--- src/rtl/rom_fetch_if.sv ---
// Bus between the ROM burst fetcher and its environment (requester, ROM, consumer).
interface rom_fetch_if #(
  parameter int unsigned DATA_WIDTH = 16,
  parameter int unsigned ADDR_WIDTH = 8
);
  logic                  start_i;
  logic [ADDR_WIDTH-1:0] base_i;
  logic [ADDR_WIDTH:0]   len_i;
  logic [ADDR_WIDTH-1:0] addr_o;
  logic [DATA_WIDTH-1:0] data_i;
  logic [DATA_WIDTH-1:0] data_o;
  logic                  valid_o;
  logic                  ready_i;
  logic                  busy_o;
  logic                  done_o;
  logic                  error_o;

  // Fetcher side: drives the ROM address and the output word stream.
  modport master (
    input  start_i, base_i, len_i, data_i, ready_i,
    output addr_o, data_o, valid_o, busy_o, done_o, error_o
  );

  // Environment side: issues bursts, models the ROM, consumes words.
  modport slave (
    output start_i, base_i, len_i, data_i, ready_i,
    input  addr_o, data_o, valid_o, busy_o, done_o, error_o
  );
endinterface

--- src/rtl/rom_fetch.sv ---
// Burst reader for a combinational ROM with a one-word valid/ready output slot.
module rom_fetch #(
  parameter int unsigned DATA_WIDTH = 16,
  parameter int unsigned ADDR_WIDTH = 8,
  parameter int unsigned WORDS      = 5
) (
  input  logic        clk_i,
  input  logic        rst_i,
  rom_fetch_if.master bus
);
  localparam int unsigned RW = ADDR_WIDTH + 1;
  localparam logic [RW-1:0] WORDS_EXT = RW'(WORDS);

  localparam logic [1:0] IDLE  = 2'd0;
  localparam logic [1:0] FETCH = 2'd1;
  localparam logic [1:0] DRAIN = 2'd2;

  logic [1:0]            state, state_nxt;
  logic [ADDR_WIDTH-1:0] addr_q, addr_nxt;
  logic [DATA_WIDTH-1:0] data_q, data_nxt;
  logic                  valid_q, valid_nxt;
  logic [RW-1:0]         rem_q, rem_nxt;
  logic                  busy_q, busy_nxt;
  logic                  done_q, done_nxt;
  logic                  error_q, error_nxt;

  logic [RW-1:0] addr_inc;
  logic [RW-1:0] rem_dec;
  logic [RW-1:0] base_ext;
  logic          free_slot;
  logic          handshake;

  // Range checks run one bit wider so a wrap of addr_o+1 reads as out of range.
  always_comb begin
    addr_inc  = {1'b0, addr_q} + RW'(1);
    rem_dec   = rem_q - RW'(1);
    base_ext  = {1'b0, bus.base_i};
    free_slot = !valid_q || bus.ready_i;
    handshake = valid_q && bus.ready_i;
  end

  // Next-state and next-output decode.
  always_comb begin
    state_nxt = state;
    addr_nxt  = addr_q;
    data_nxt  = data_q;
    valid_nxt = valid_q;
    rem_nxt   = rem_q;
    done_nxt  = 1'b0;
    error_nxt = error_q;
    busy_nxt  = 1'b0;
    case (state)
      IDLE: begin
        if (handshake) valid_nxt = 1'b0;
        if (bus.start_i) begin
          if (base_ext >= WORDS_EXT) begin
            error_nxt = 1'b1;
            done_nxt  = 1'b1;
          end else if (bus.len_i == '0) begin
            error_nxt = 1'b0;
            done_nxt  = 1'b1;
          end else begin
            addr_nxt  = bus.base_i;
            rem_nxt   = bus.len_i;
            error_nxt = 1'b0;
            state_nxt = FETCH;
          end
        end
      end
      FETCH: begin
        if (free_slot) begin
          data_nxt  = bus.data_i;
          valid_nxt = 1'b1;
          addr_nxt  = addr_inc[ADDR_WIDTH-1:0];
          rem_nxt   = rem_dec;
          if (rem_dec == '0) begin
            state_nxt = DRAIN;
          end else if (addr_inc >= WORDS_EXT) begin
            error_nxt = 1'b1;
            state_nxt = DRAIN;
          end
        end
      end
      DRAIN: begin
        if (free_slot) begin
          valid_nxt = 1'b0;
          done_nxt  = 1'b1;
          state_nxt = IDLE;
        end
      end
      default: begin
        valid_nxt = 1'b0;
        state_nxt = IDLE;
      end
    endcase
    busy_nxt = (state_nxt != IDLE);
  end

  // State and output registers with synchronous reset.
  always_ff @(posedge clk_i) begin
    if (rst_i) begin
      state   <= IDLE;
      addr_q  <= '0;
      data_q  <= '0;
      valid_q <= 1'b0;
      rem_q   <= '0;
      busy_q  <= 1'b0;
      done_q  <= 1'b0;
      error_q <= 1'b0;
    end else begin
      state   <= state_nxt;
      addr_q  <= addr_nxt;
      data_q  <= data_nxt;
      valid_q <= valid_nxt;
      rem_q   <= rem_nxt;
      busy_q  <= busy_nxt;
      done_q  <= done_nxt;
      error_q <= error_nxt;
    end
  end

  assign bus.addr_o  = addr_q;
  assign bus.data_o  = data_q;
  assign bus.valid_o = valid_q;
  assign bus.busy_o  = busy_q;
  assign bus.done_o  = done_q;
  assign bus.error_o = error_q;
endmodule

--- src/flat_wrapper.sv ---
// flat-port wrapper written by rule: the top's interface ports become plain ports
module rom_fetch_flat 
#(
  parameter int unsigned DATA_WIDTH = 16,
  parameter int unsigned ADDR_WIDTH = 8,
  parameter int unsigned WORDS      = 5
)
  (clk_i, rst_i, bus_start_i, bus_base_i, bus_len_i, bus_data_i, bus_ready_i, bus_addr_o, bus_data_o, bus_valid_o, bus_busy_o, bus_done_o, bus_error_o);
  rom_fetch_if #(.DATA_WIDTH(DATA_WIDTH), .ADDR_WIDTH(ADDR_WIDTH)) bus_i ();
  input  logic clk_i;
  input  logic rst_i;
  input wire logic [$bits(bus_i.start_i)-1:0] bus_start_i;
  input wire logic [$bits(bus_i.base_i)-1:0] bus_base_i;
  input wire logic [$bits(bus_i.len_i)-1:0] bus_len_i;
  input wire logic [$bits(bus_i.data_i)-1:0] bus_data_i;
  input wire logic [$bits(bus_i.ready_i)-1:0] bus_ready_i;
  output wire logic [$bits(bus_i.addr_o)-1:0] bus_addr_o;
  output wire logic [$bits(bus_i.data_o)-1:0] bus_data_o;
  output wire logic [$bits(bus_i.valid_o)-1:0] bus_valid_o;
  output wire logic [$bits(bus_i.busy_o)-1:0] bus_busy_o;
  output wire logic [$bits(bus_i.done_o)-1:0] bus_done_o;
  output wire logic [$bits(bus_i.error_o)-1:0] bus_error_o;
  assign bus_i.start_i = bus_start_i;
  assign bus_i.base_i = bus_base_i;
  assign bus_i.len_i = bus_len_i;
  assign bus_i.data_i = bus_data_i;
  assign bus_i.ready_i = bus_ready_i;
  assign bus_addr_o = bus_i.addr_o;
  assign bus_data_o = bus_i.data_o;
  assign bus_valid_o = bus_i.valid_o;
  assign bus_busy_o = bus_i.busy_o;
  assign bus_done_o = bus_i.done_o;
  assign bus_error_o = bus_i.error_o;
  rom_fetch #(.DATA_WIDTH(DATA_WIDTH), .ADDR_WIDTH(ADDR_WIDTH), .WORDS(WORDS)) u_core (.clk_i(clk_i), .rst_i(rst_i), .bus(bus_i));
endmodule
--- config.mk ---
export PLATFORM = sky130hd
export DESIGN_NAME = rom_fetch_flat
export DESIGN_NICKNAME = d
export VERILOG_FILES = /design/src/rtl/rom_fetch_if.sv /design/src/rtl/rom_fetch.sv /design/src/flat_wrapper.sv
export SDC_FILE = /design/constraint.sdc
export NUM_CORES = 1
export LEC_CHECK = 0
export CELL_PAD_IN_SITES_DETAIL_PLACEMENT = 2
export CELL_PAD_IN_SITES_GLOBAL_PLACEMENT = 2
export CORE_MARGIN = 3
export CORE_UTILIZATION = 30
export DETAILED_ROUTE_END_ITERATION = 7
export DONT_BUFFER_PORTS = 1
export GPL_TIMING_DRIVEN = 1
export PLACE_DENSITY = 0.67
export SLEW_MARGIN = 10
export SYNTH_ARGS = -nofsm -noshare
export SYNTH_HDL_FRONTEND = slang
export SYNTH_SLANG_ARGS = --single-unit
--- constraint.sdc ---
create_clock -name clk_i -period 2.5 [get_ports clk_i]
set_input_delay 0.5 -clock clk_i [delete_from_list [all_inputs] [get_ports clk_i]]
set_output_delay 0.5 -clock clk_i [all_outputs]
set_load 0.05 [all_outputs]
# After elaboration in Yosys (flattened, before gate mapping)
# Index checks and enable logic that the tools add are counted.
[classes]
n_eq_ne = 10
n_div = 0
multipliers = 0
magnitude_cmp = 2
shift = 0
reduce_logical = 12
bitwise_logic = 0
addsub = 2
mux = 33
[ops]
columns = ["cell", "n"]
rows = [
  ["9-bit 2-to-1 mux", 4],
  ["8-bit 2-to-1 mux", 4],
  ["9-bit zero test", 2],
  ["9-bit one-hot mux with 2 select lines", 1],
  ["8-bit one-hot mux with 2 select lines", 1],
  ["2-bit 2-to-1 mux", 7],
  ["1-bit 2-to-1 mux", 12],
  ["5-bit AND reduction", 2],
  ["8-bit by 1-bit adder with 9-bit output, second input constant", 1],
  ["9-bit by 3-bit greater-or-equal comparator with 1-bit output, second input constant", 1],
  ["9-bit by 1-bit subtractor with 9-bit output, second input constant", 1],
  ["8-bit by 3-bit greater-or-equal comparator with 1-bit output, second input constant", 1],
  ["2-bit by 1-bit != test with 1-bit output, second input constant", 4],
  ["2-bit != test, second input constant", 4],
  ["2-bit one-hot mux with 3 select lines", 1],
  ["1-bit one-hot mux with 2 select lines", 2],
  ["2-bit nonzero test", 2],
  ["1-bit one-hot mux with 3 select lines", 1],
  ["3-bit AND reduction", 1],
  ["2-bit by 1-bit == test with 1-bit output, second input constant", 1],
  ["2-bit == test, second input constant", 1],
  ["2-bit zero test", 1],
  ["2-bit AND reduction", 1],
  ["1-bit logical AND", 1],
  ["2 further kinds", 2],
]
[word_totals]
memories = 0
latch_bits = 0
romBits = 0
register_bits = 39
input_bits = 37
output_inout_bits = 28
elab_cells = 67
ramBits = 0

# Logic depth before layout (Yosys ltp)
# Gate-level depths: netlist of the first run.
[depth]
depth_word = 7
ltp_mapped = 8

# Worst setup path before layout of the first run
# OpenSTA, ideal clock, no wires.
[synth_timing]
path_type = "flip-flop to flip-flop"
start = "register u_core.addr_q[0] (netlist: u_core.bus.addr_o[0])"
end = "register u_core.error_q (netlist: u_core.bus.error_o)"
path_stages_with_launch = 8
path_slack_ns = 0.241
t_arrival_ns = 2.144
required_ns = 2.385
path_cell_list = "dfxtp_1 -> inv_1 -> ha_1 -> or3b_2 -> a21oi_1 -> o2111ai_1 -> a2bb2oi_1 -> o21a_1"
[synth_between]
elab_chain_cells = 4
[synth_rtl]
columns = ["element", "line", "text"]
rows = [
  ["from (decl)", "rom_fetch.sv:19", "logic [ADDR_WIDTH-1:0] addr_q, addr_nxt;"],
  ["from (signal assigned)", "rom_fetch.sv:112", "addr_q <= addr_nxt;"],
  ["8-bit by 1-bit adder with 9-bit output", "rom_fetch.sv:35", "addr_inc = {1'b0, addr_q} + RW'(1);"],
  ["9-bit by 3-bit greater-or-equal comparator with 1-bit output", "rom_fetch.sv:78", "end else if (addr_inc >= WORDS_EXT) begin"],
  ["2-bit by 1-bit != test with 1-bit output (no line)", "n/a", ""],
  ["5-bit AND reduction (no line)", "n/a", ""],
  ["to (signal assigned)", "rom_fetch.sv:118", "error_q <= error_nxt;"],
  ["to (decl)", "rom_fetch.sv:25", "logic error_q, error_nxt;"],
]
# Every way passes these cells.
# A chain may end at the register's enable or synchronous reset.

# Worst setup path in the final report of the first run
# Same ends and word-level chain as after synthesis.

==> results of run 1 <==
-- state kept, by name (all words and copies together), names as in the netlist --
name	flops
u_core.bus.valid_o	1
u_core.bus.data_o	16
u_core.bus.addr_o	8
u_core.bus.done_o	1
u_core.bus.error_o	1
u_core.rem_q	9
u_core.bus.busy_o	1
u_core.state	2
-- metrics by stage --
| step | power (W) | util | cell area, sq um |
|---|---|---|---|
| global route | 0.00142 | 0.348 | 2390 |
| floorplan | 0.000728 | - | 2140 |
| global placement | 0.000731 | 0.329 | 2260 |
| finish | 0.00136 | 0.348 | 2390 |
| CTS | 0.00138 | 0.348 | 2390 |
| detailed placement | 0.000733 | 0.329 | 2260 |
-- cell families after synthesis --
| group | after synthesis |
|---|---|
| compound gates | 88 |
| xor+xnor | 3 |
| fa+ha+maj | 4 |
| buf+inv | 23 |
| flops | 39 |
| simple gates | 112 |
-- per-layer routing --
metal,vias to the layer above,global-route usage
met4,0,0.0510
met1,991,0.199
met5,-,0
met3,8,0.0458
li1,962,-
met2,33,0.278
-- final cells by class --
type                       instances  area [sq um]  share of cell area
clock buffer                       6          72.6              0.0304
clock inverter                     2          60.1              0.0251
inverter                           4          15.0             0.00628
multi-input combinational        207          1240               0.517
sequential                        39           781               0.327
tap                               96           120              0.0503
timing repair buffer              14           105              0.0440
-- where the power goes --
part | internal [W] | switching [W] | total (W)
combinational | 0.0000296 | 0.0000388 | 0.0000685
clock | 0.000399 | 0.000239 | 0.000638
sequential | 0.000628 | 0.0000211 | 0.000649
-- worst register-to-register path: cells and delay by family, from the launching register on --
family	cells	cell delay [ns]
compound gates	4	0.75
flops	1	0.47
simple gates	1	0.46
fa+ha+maj	1	0.32
buf+inv	1	0.08
-- final timing paths --
path                                              to  cells after the start                  from
worst max-delay path              u_core.bus.error_o                      7  u_core.bus.addr_o[0]
worst min-delay path            u_core.bus.addr_o[2]                      1                 rst_i
worst max register to register    u_core.bus.error_o                      7  u_core.bus.addr_o[0]
worst min register to register  u_core.bus.addr_o[1]                      2  u_core.bus.addr_o[1]
-- cells in the final DEF, fill, tap and decap left out, types with 3 or more instances in the layout --
master	netlist	final
a211oi_1	5	5
a21oi_1	40	40
and3_1	3	3
buf_4	2	14
clkbuf_8	2	5
dfxtp_1	39	39
ha_1	4	4
inv_1	4	4
nand2_1	45	45
nand2b_1	11	11
nand3_1	8	8
nor2_1	10	10
nor2b_1	5	5
nor3_1	9	9
o21a_1	4	4
o21ai_0	11	11
o32ai_1	6	6
==> impl_metrics.yaml, run 1 <==
global_route:
  grt_antenna_before_repair: 0
  grt_pass1_vias: 2101
  grt_overflow: 0
  grt_pass1_wl_mm: 10.8
  grt_max_degree: 46
  grt.total_usage: 0.163
routing:
  drt_iter0_drc: 35
  via_per_inst: 5.42
  ant_nets: 0
  num_vias: 1994
  wl_mm: 6.70
  wl_per_cell_microns: 18.2
  wl_met1_mm: 3.05
  top_layer_used: "met4"
  wl_met3_microns: 257
  met2WireLength_mm: 3.29
  firstDrtPassIters: 4
  drcViolationCount: 0
final_layout:
  fin_nets: 312
  fillCellCount: 825
  syn2layout_area_growth_pct: 11.4
  num_antenna_cells: 0
  drive_gt1_frac: 0.129
  layoutNonFillerInstCount: 368
clock_network:
  cts_tree: "yes"
  cts_setup_buffers: 0
  cts_resized: 0
  cts_sinks: 39
  cts_root_buffer: "clkbuf_8"
  htree_levels: 2
  clkTransAtPathRegs_ns: 0.08
  postCtsHoldBufs: 0
  clockBufferDepth: 2
  clock_latency_ns: 0.30
  numCtsBuffers: 5
synthesis:
  synth_ff_type: "dfxtp_1"
  synth_mux_area_frac: 0
  synth_top_family_by_area: "simple AND/OR/NAND/NOR gates"
  synth_top_area_share: 0.364
  yosysWarnings: 0
  synth_fa_ha_area_frac: 0.0233
  ys_seq_elements: 39
  synth_compound_area_frac: 0.267
  postSynthAreaPerCell_sq_um: 7.97
  yosys-top-cells-count: "45 x nand2_1, 40 x a21oi_1, 39 x dfxtp_1, 11 x nand2b_1, 11 x o21ai_0"
  synth_area_leaders: "dfxtp_1 36%, a21oi_1 9.3%, nand2_1 7.9%"
  yosys.area.top_type: "dfxtp_1"
  synth_nets: 310
  synth-xor-area-share: 0.0123
  yosysSeqAreaShare: 0.364
  syn_inst: 269
  syn_area_sq_um: 2140
  synth.distinct_cells: 56
  synth-simple-area-share: 0.274
  synth_edf_count: 0
  yosys.cell_count.top_type: "nand2_1"
  async_flop_share: 0
floorplan:
  ios: 65
  dieHeight_microns: 90.6
  rows: 30
  dieArea_sq_um: 8200
  die_w_microns: 90.6
  core_area_sq_um: 6870
  initial_core_util: 0.312
sta:
  period_needed_ns: 2.18
  slew_headroom: 0.600
  setup_viol: 0
  rsz0062_at_grt: "false"
  worst_pin_slew_ns: 0.598
  holdWs_ns: 0.264
  fin_crit_sh: 0.873
  hold_viol: 0
  fin_skew_ns: 0.00428
  finalMaxSlewViolations: 0
  fmax_ghz: 0.458
  tns_ns: 0
  setup_slack_ns: 0.316
placement:
  dpl.hpwl_mm: 4.81
  pre_cts_slack_ns: 0.395
  gp_congestion: 0.795
  post-place-cells: 360
  io_buffers: 0
setup_path:
  crit_chain: "inv_1 -> ha_1 -> or3b_2 -> a21oi_1 -> o2111ai_1 -> a2bb2oi_1 -> o21a_1"
  cp.buffers_inverters: 1
  rrSetupSlack_ns: 0.32
  crit_path_end_kind: "flop"
  required_ns: 2.69
  slowest_delay_ns: 0.47
  crit_path_start_kind: "flop"
  path_max_fanout: 8
  critPathTopFamily: "compound AO/OA/AOI/OAI gates"
  path_class: "reg -> reg"
  cp_slowest_cell: "dfxtp_1"
  arrival_ns: 2.38
pwr:
  peakVddDrop_v: 0.000196
  power_density_nw_per_um2: 567
  leakage_nw: 0.836
job:
  drv_cap: 0
outcome:
  status: "finished clean"
worst_hold_path:
  hp-class: "in -> reg"
No activity file was read; power rests on OpenSTA's default activity.
==> run 2, diff against run 1 <==
CELL_PAD_IN_SITES_DETAIL_PLACEMENT = 1   (was 2)
CTS_BUF_LIST = sky130_fd_sc_hd__clkbuf_2 sky130_fd_sc_hd__clkbuf_4 sky130_fd_sc_hd__clkbuf_8   (was unset)
==> run 2 against run 1 <==
Combinational power decreased by 1%. Fmax increased by 2.1%. Critical path depth unchanged. Non-clock buffer count unchanged. Cell count unchanged. Clock skew increased by 0.0012 ns. Setup slack improved by 0.045 ns. Critical path type unchanged. Sequential power about the same. Largest cell class unchanged. Global-route usage decreased by 1.1 points.
==> impl_metrics.yaml, run 2 (synthesis gave the netlist of run 1 again) <==
setup_path:
  crit_path_end_kind: "flop"
  arrival_ns: 2.33
  cp_slowest_cell: "or4b_4"
  slowest_delay_ns: 0.53
  required_ns: 2.69
  timing.rr.start: "u_core.rem_q[1]"
  critPathLaunch: "u_core.rem_q[1]"
  crit_chain: "inv_1 -> ha_1 -> or4b_4 -> nor4b_2 -> o311a_2 -> a2bb2oi_1 -> o21a_1"
  crit_path_start_kind: "flop"
  r2r_cells: 7
  path_max_fanout: 8
  path_class: "reg -> reg"
final_layout:
  layout_common_cells: "45 x nand2_1, 40 x a21oi_1, 39 x dfxtp_1, 14 x buf_4"
  multiInputGateArea_sq_um: 1240
  drive_gt1_frac: 0.132
  syn2layout_area_growth_pct: 9.39
  fillCellCount: 843
  seq_area_sq_um: 781
  design_area_sq_um: 2350
  largest_reg_flops: 16
  fin_nets: 312
  final_common_cell: "nand2_1"
  num_antenna_cells: 0
sta:
  fin_crit_sh: 0.855
  fin_skew_ns: 0.00547
  rsz0062_at_grt: "false"
  tns_ns: 0
  worst_pin_slew_ns: 0.611
  fmax_ghz: 0.468
  setup_viol: 0
  finalMaxSlewViolations: 0
  period_needed_ns: 2.14
  slew_headroom: 0.592
  hold_viol: 0
floorplan:
  rows: 30
  core_area_sq_um: 6870
  ios: 65
  dieArea_sq_um: 8200
  initial_core_util: 0.312
  die_w_microns: 90.6
  dieHeight_microns: 90.6
routing:
  firstDrtPassIters: 3
  top_layer_used: "met4"
  drt_iter0_drc: 62
  ant_nets: 0
  via_per_inst: 5.33
  wl_met3_microns: 317
  drcViolationCount: 0
  num_vias: 1963
  wl_per_cell_microns: 16.8
  wl_met1_mm: 2.80
  wl_mm: 6.20
  met2WireLength_mm: 3.02
clock_network:
  clkTransAtPathRegs_ns: 0.08
  clockBufferDepth: 2
  cts_resized: 0
  clock_latency_ns: 0.29
  postCtsHoldBufs: 0
  cts_setup_buffers: 0
  cts_root_buffer: "clkbuf_8"
  cts_sinks: 39
  numCtsBuffers: 5
  cts_tree: "yes"
  htree_levels: 2
placement:
  io_buffers: 0
  gp_congestion: 0.795
  placed_area_sq_um: 2260
  dpl.hpwl_mm: 4.46
worst_hold_path:
  hold_depth: 1
  min-delay-start: "rst_i"
  hp-class: "in -> reg"
pwr:
  peakVddDrop_v: 0.000247
  power_density_nw_per_um2: 496
  leakage_nw: 0.815
global_route:
  grt_pass1_wl_mm: 10.1
  grt_overflow: 0
  grt_max_degree: 46
  grt_antenna_before_repair: 0
  grt_pass1_vias: 1925
  grt.total_usage: 0.153
job:
  drv_cap: 0
outcome:
  status: "finished clean"
## run 2: layer usage
layer / vias up / GRT usage
met5: - / 0
met3: 5 / 0.0475
met4: 0 / 0.0421
met2: 35 / 0.252
met1: 958 / 0.192
li1: 965 / -
## run 2: final cells by class
type | count | area share
multi-input cells | 207 | 0.527
flip-flops and latches | 39 | 0.333
well taps | 96 | 0.0512
repair buffers | 14 | 0.0448
clock buffers | 6 | 0.0325
inverters | 4 | 0.00640
clock inverters | 2 | 0.00533
## run 2: stage by stage
stage	hold WS, ns	power, W	setup slack, ns	util	std cells
final	0.265	0.00116	0.361	0.342	368
after global routing	0.246	0.00122	0.243	0.342	368
after CTS	0.256	0.00119	0.387	0.342	368
after detailed placement	0.482	0.000732	0.405	0.329	360
after global placement	0.475	0.000731	0.484	0.329	360
after floorplan	0.467	0.000728	0.241	-	269
## run 2: power breakdown
group           total, W  leakage (nW)  internal, W  switching, W
Clock           0.000448        0.0446     0.000206      0.000241
Combinational  0.0000676         0.456    0.0000296     0.0000380
Sequential      0.000649         0.315     0.000628     0.0000211
## run 2: critical path, delay by kind of cell (launching register included)
| kind | cells | cell delay (ns) |
|---|---|---|
| AOI/OAI and AO/OA | 3 | 0.45 |
| adders and majority gates | 1 | 0.33 |
| buffers and inverters | 1 | 0.12 |
| DFF | 1 | 0.36 |
| and+or+nand+nor | 2 | 0.76 |
## run 2: final timing paths
path | end | slack [ns]
setup / recovery | u_core.bus.error_o | 0.36
hold / removal | u_core.bus.addr_o[2] | 0.27
hold reg to reg | u_core.bus.addr_o[1] | 0.50
setup reg to reg | u_core.bus.error_o | 0.36
==> run 3, diff against run 2 <==
CORE_UTILIZATION = 37   (was 30)
PLACE_DENSITY = 0.8   (was 0.67)
==> run 3 against run 2 <==
Global-route usage is 2.9 points higher. Routed wire length is 3.2% lower. Worst hold slack worse by 0.0045 ns. Flip-flop and latch count stayed put. Core utilization is 7.7 points higher. Fmax hardly changed. Clock skew is 0.00060 ns higher. Total power is 8.5% higher. Count of clock-buffer cells in the layout is 1 lower. Register-to-register slack hardly changed. Critical path type unchanged.
==> impl_metrics.yaml, run 3 (synthesis gave the netlist of run 1 again) <==
clock_network:
  postCtsHoldBufs: 0
  cts_sinks: 39
  cts_tree: "yes"
  clock_latency_ns: 0.30
  cts_root_buffer: "clkbuf_8"
  cts_setup_buffers: 0
  clockBufferDepth: 2
  htree_levels: 2
  clkTransAtPathRegs_ns: 0.09
  numCtsBuffers: 5
  cts_resized: 0
floorplan:
  rows: 27
  ios: 65
  die_w_microns: 82.1
  dieArea_sq_um: 6750
  core_area_sq_um: 5570
  initial_core_util: 0.385
  dieHeight_microns: 82.1
global_route:
  grt_max_degree: 46
  grt_overflow: 0
  grt_antenna_before_repair: 0
  grt_pass1_vias: 1914
  grt.total_usage: 0.182
  grt_pass1_wl_mm: 9.45
sta:
  worst_pin_slew_ns: 0.621
  finalMaxSlewViolations: 0
  rsz0062_at_grt: "false"
  hold_viol: 0
  setup_viol: 0
  tns_ns: 0
  fin_skew_ns: 0.00607
  period_needed_ns: 2.14
  holdWs_ns: 0.261
  fmax_ghz: 0.468
  slew_headroom: 0.585
  fin_crit_sh: 0.855
final_layout:
  drive_gt1_frac: 0.129
  final_util: 0.418
  layoutNonFillerInstCount: 343
  syn2layout_area_growth_pct: 8.75
  num_antenna_cells: 0
  layout_common_cells: "45 x nand2_1, 40 x a21oi_1, 39 x dfxtp_1, 13 x buf_4"
  fin_nets: 311
  final_common_cell: "nand2_1"
  design_area_sq_um: 2330
  largest_reg_flops: 16
setup_path:
  required_ns: 2.70
  cp_slowest_cell: "or4b_4"
  path_max_fanout: 9
  path_class: "reg -> reg"
  slowest_delay_ns: 0.53
  arrival_ns: 2.34
  crit_path_end_kind: "flop"
  crit_path_start_kind: "flop"
  crit_chain: "inv_1 -> ha_1 -> or4b_4 -> nor4b_2 -> o311a_2 -> a2bb2oi_1 -> o21a_1"
placement:
  placed_area_sq_um: 2220
  io_buffers: 0
  gp_congestion: 0.801
  dpl.hpwl_mm: 4.26
  post-place-cells: 335
outcome:
  status: "finished clean"
routing:
  drcViolationCount: 0
  firstDrtPassIters: 4
  num_vias: 1926
  wl_mm: 6.00
  ant_nets: 0
  via_per_inst: 5.62
  drt_iter0_drc: 84
  wl_per_cell_microns: 17.5
pwr:
  power_density_nw_per_um2: 542
  peakVddDrop_v: 0.000267
  leakage_nw: 0.825
job:
  drv_cap: 0
worst_hold_path:
  hp-class: "in -> reg"
run 3: changes by cell type in the layout (fill, tap and decap cells not counted), sizes merged:
cell / change
clkinv: +1
clkinvlp: -1
buf: -1
bufinv: +1
clkbuf: -1
run 3: final timing paths:
check                  start            endpoint  slack, ns  depth (start not counted)
min                    rst_i     u_core.rem_q[3]       0.26                          1
max reg2reg  u_core.rem_q[0]  u_core.bus.error_o       0.36                          7
max          u_core.rem_q[0]  u_core.bus.error_o       0.36                          7
min reg2reg  u_core.rem_q[8]     u_core.rem_q[8]       0.50                          2
run 3: cell type report:
type,count,area [sq um]
clock inverters,3,43.8
well taps,72,90.1
inverters,4,15.0
fillers,698,3240
flip-flops and latches,39,781
repair buffers,13,97.6
multi-input cells,207,1240
clock buffers,5,68.8
run 3: power breakdown:
| part | total [W] | leakage [nW] | internal (W) | switching [W] |
|---|---|---|---|---|
| combinational | 0.0000662 | 0.452 | 0.0000293 | 0.0000369 |
| clock | 0.000547 | 0.0581 | 0.000298 | 0.000250 |
| sequential | 0.000650 | 0.315 | 0.000628 | 0.0000221 |
| total | 0.00126 | 0.825 | 0.000955 | 0.000309 |
run 3: worst max-delay path: cells and delay by family (launching register included):
kind	cells	cell delay [ns]
adders and majority gates	1	0.30
buffers and inverters	1	0.09
and+or+nand+nor	2	0.78
DFF	1	0.40
AOI/OAI and AO/OA	3	0.47
run 3: per-stage QoR:
stage	power (W)	worst slack, ns
floorplan	0.000728	0.241
global placement	0.000730	0.492
CTS	0.00128	0.390
finish	0.00126	0.362
global route	0.00131	0.242
detailed placement	0.000731	0.393
run 3: per-layer routing:
metal	part of all wire	wire, microns	vias to the layer above	global-route usage
met3	0.047	283	7	0.0477
met2	0.49	2930	49	0.304
met4	0.013	76	0	0.0449
met5	0	0	-	0
met1	0.45	2710	914	0.233
li1	-	-	956	-
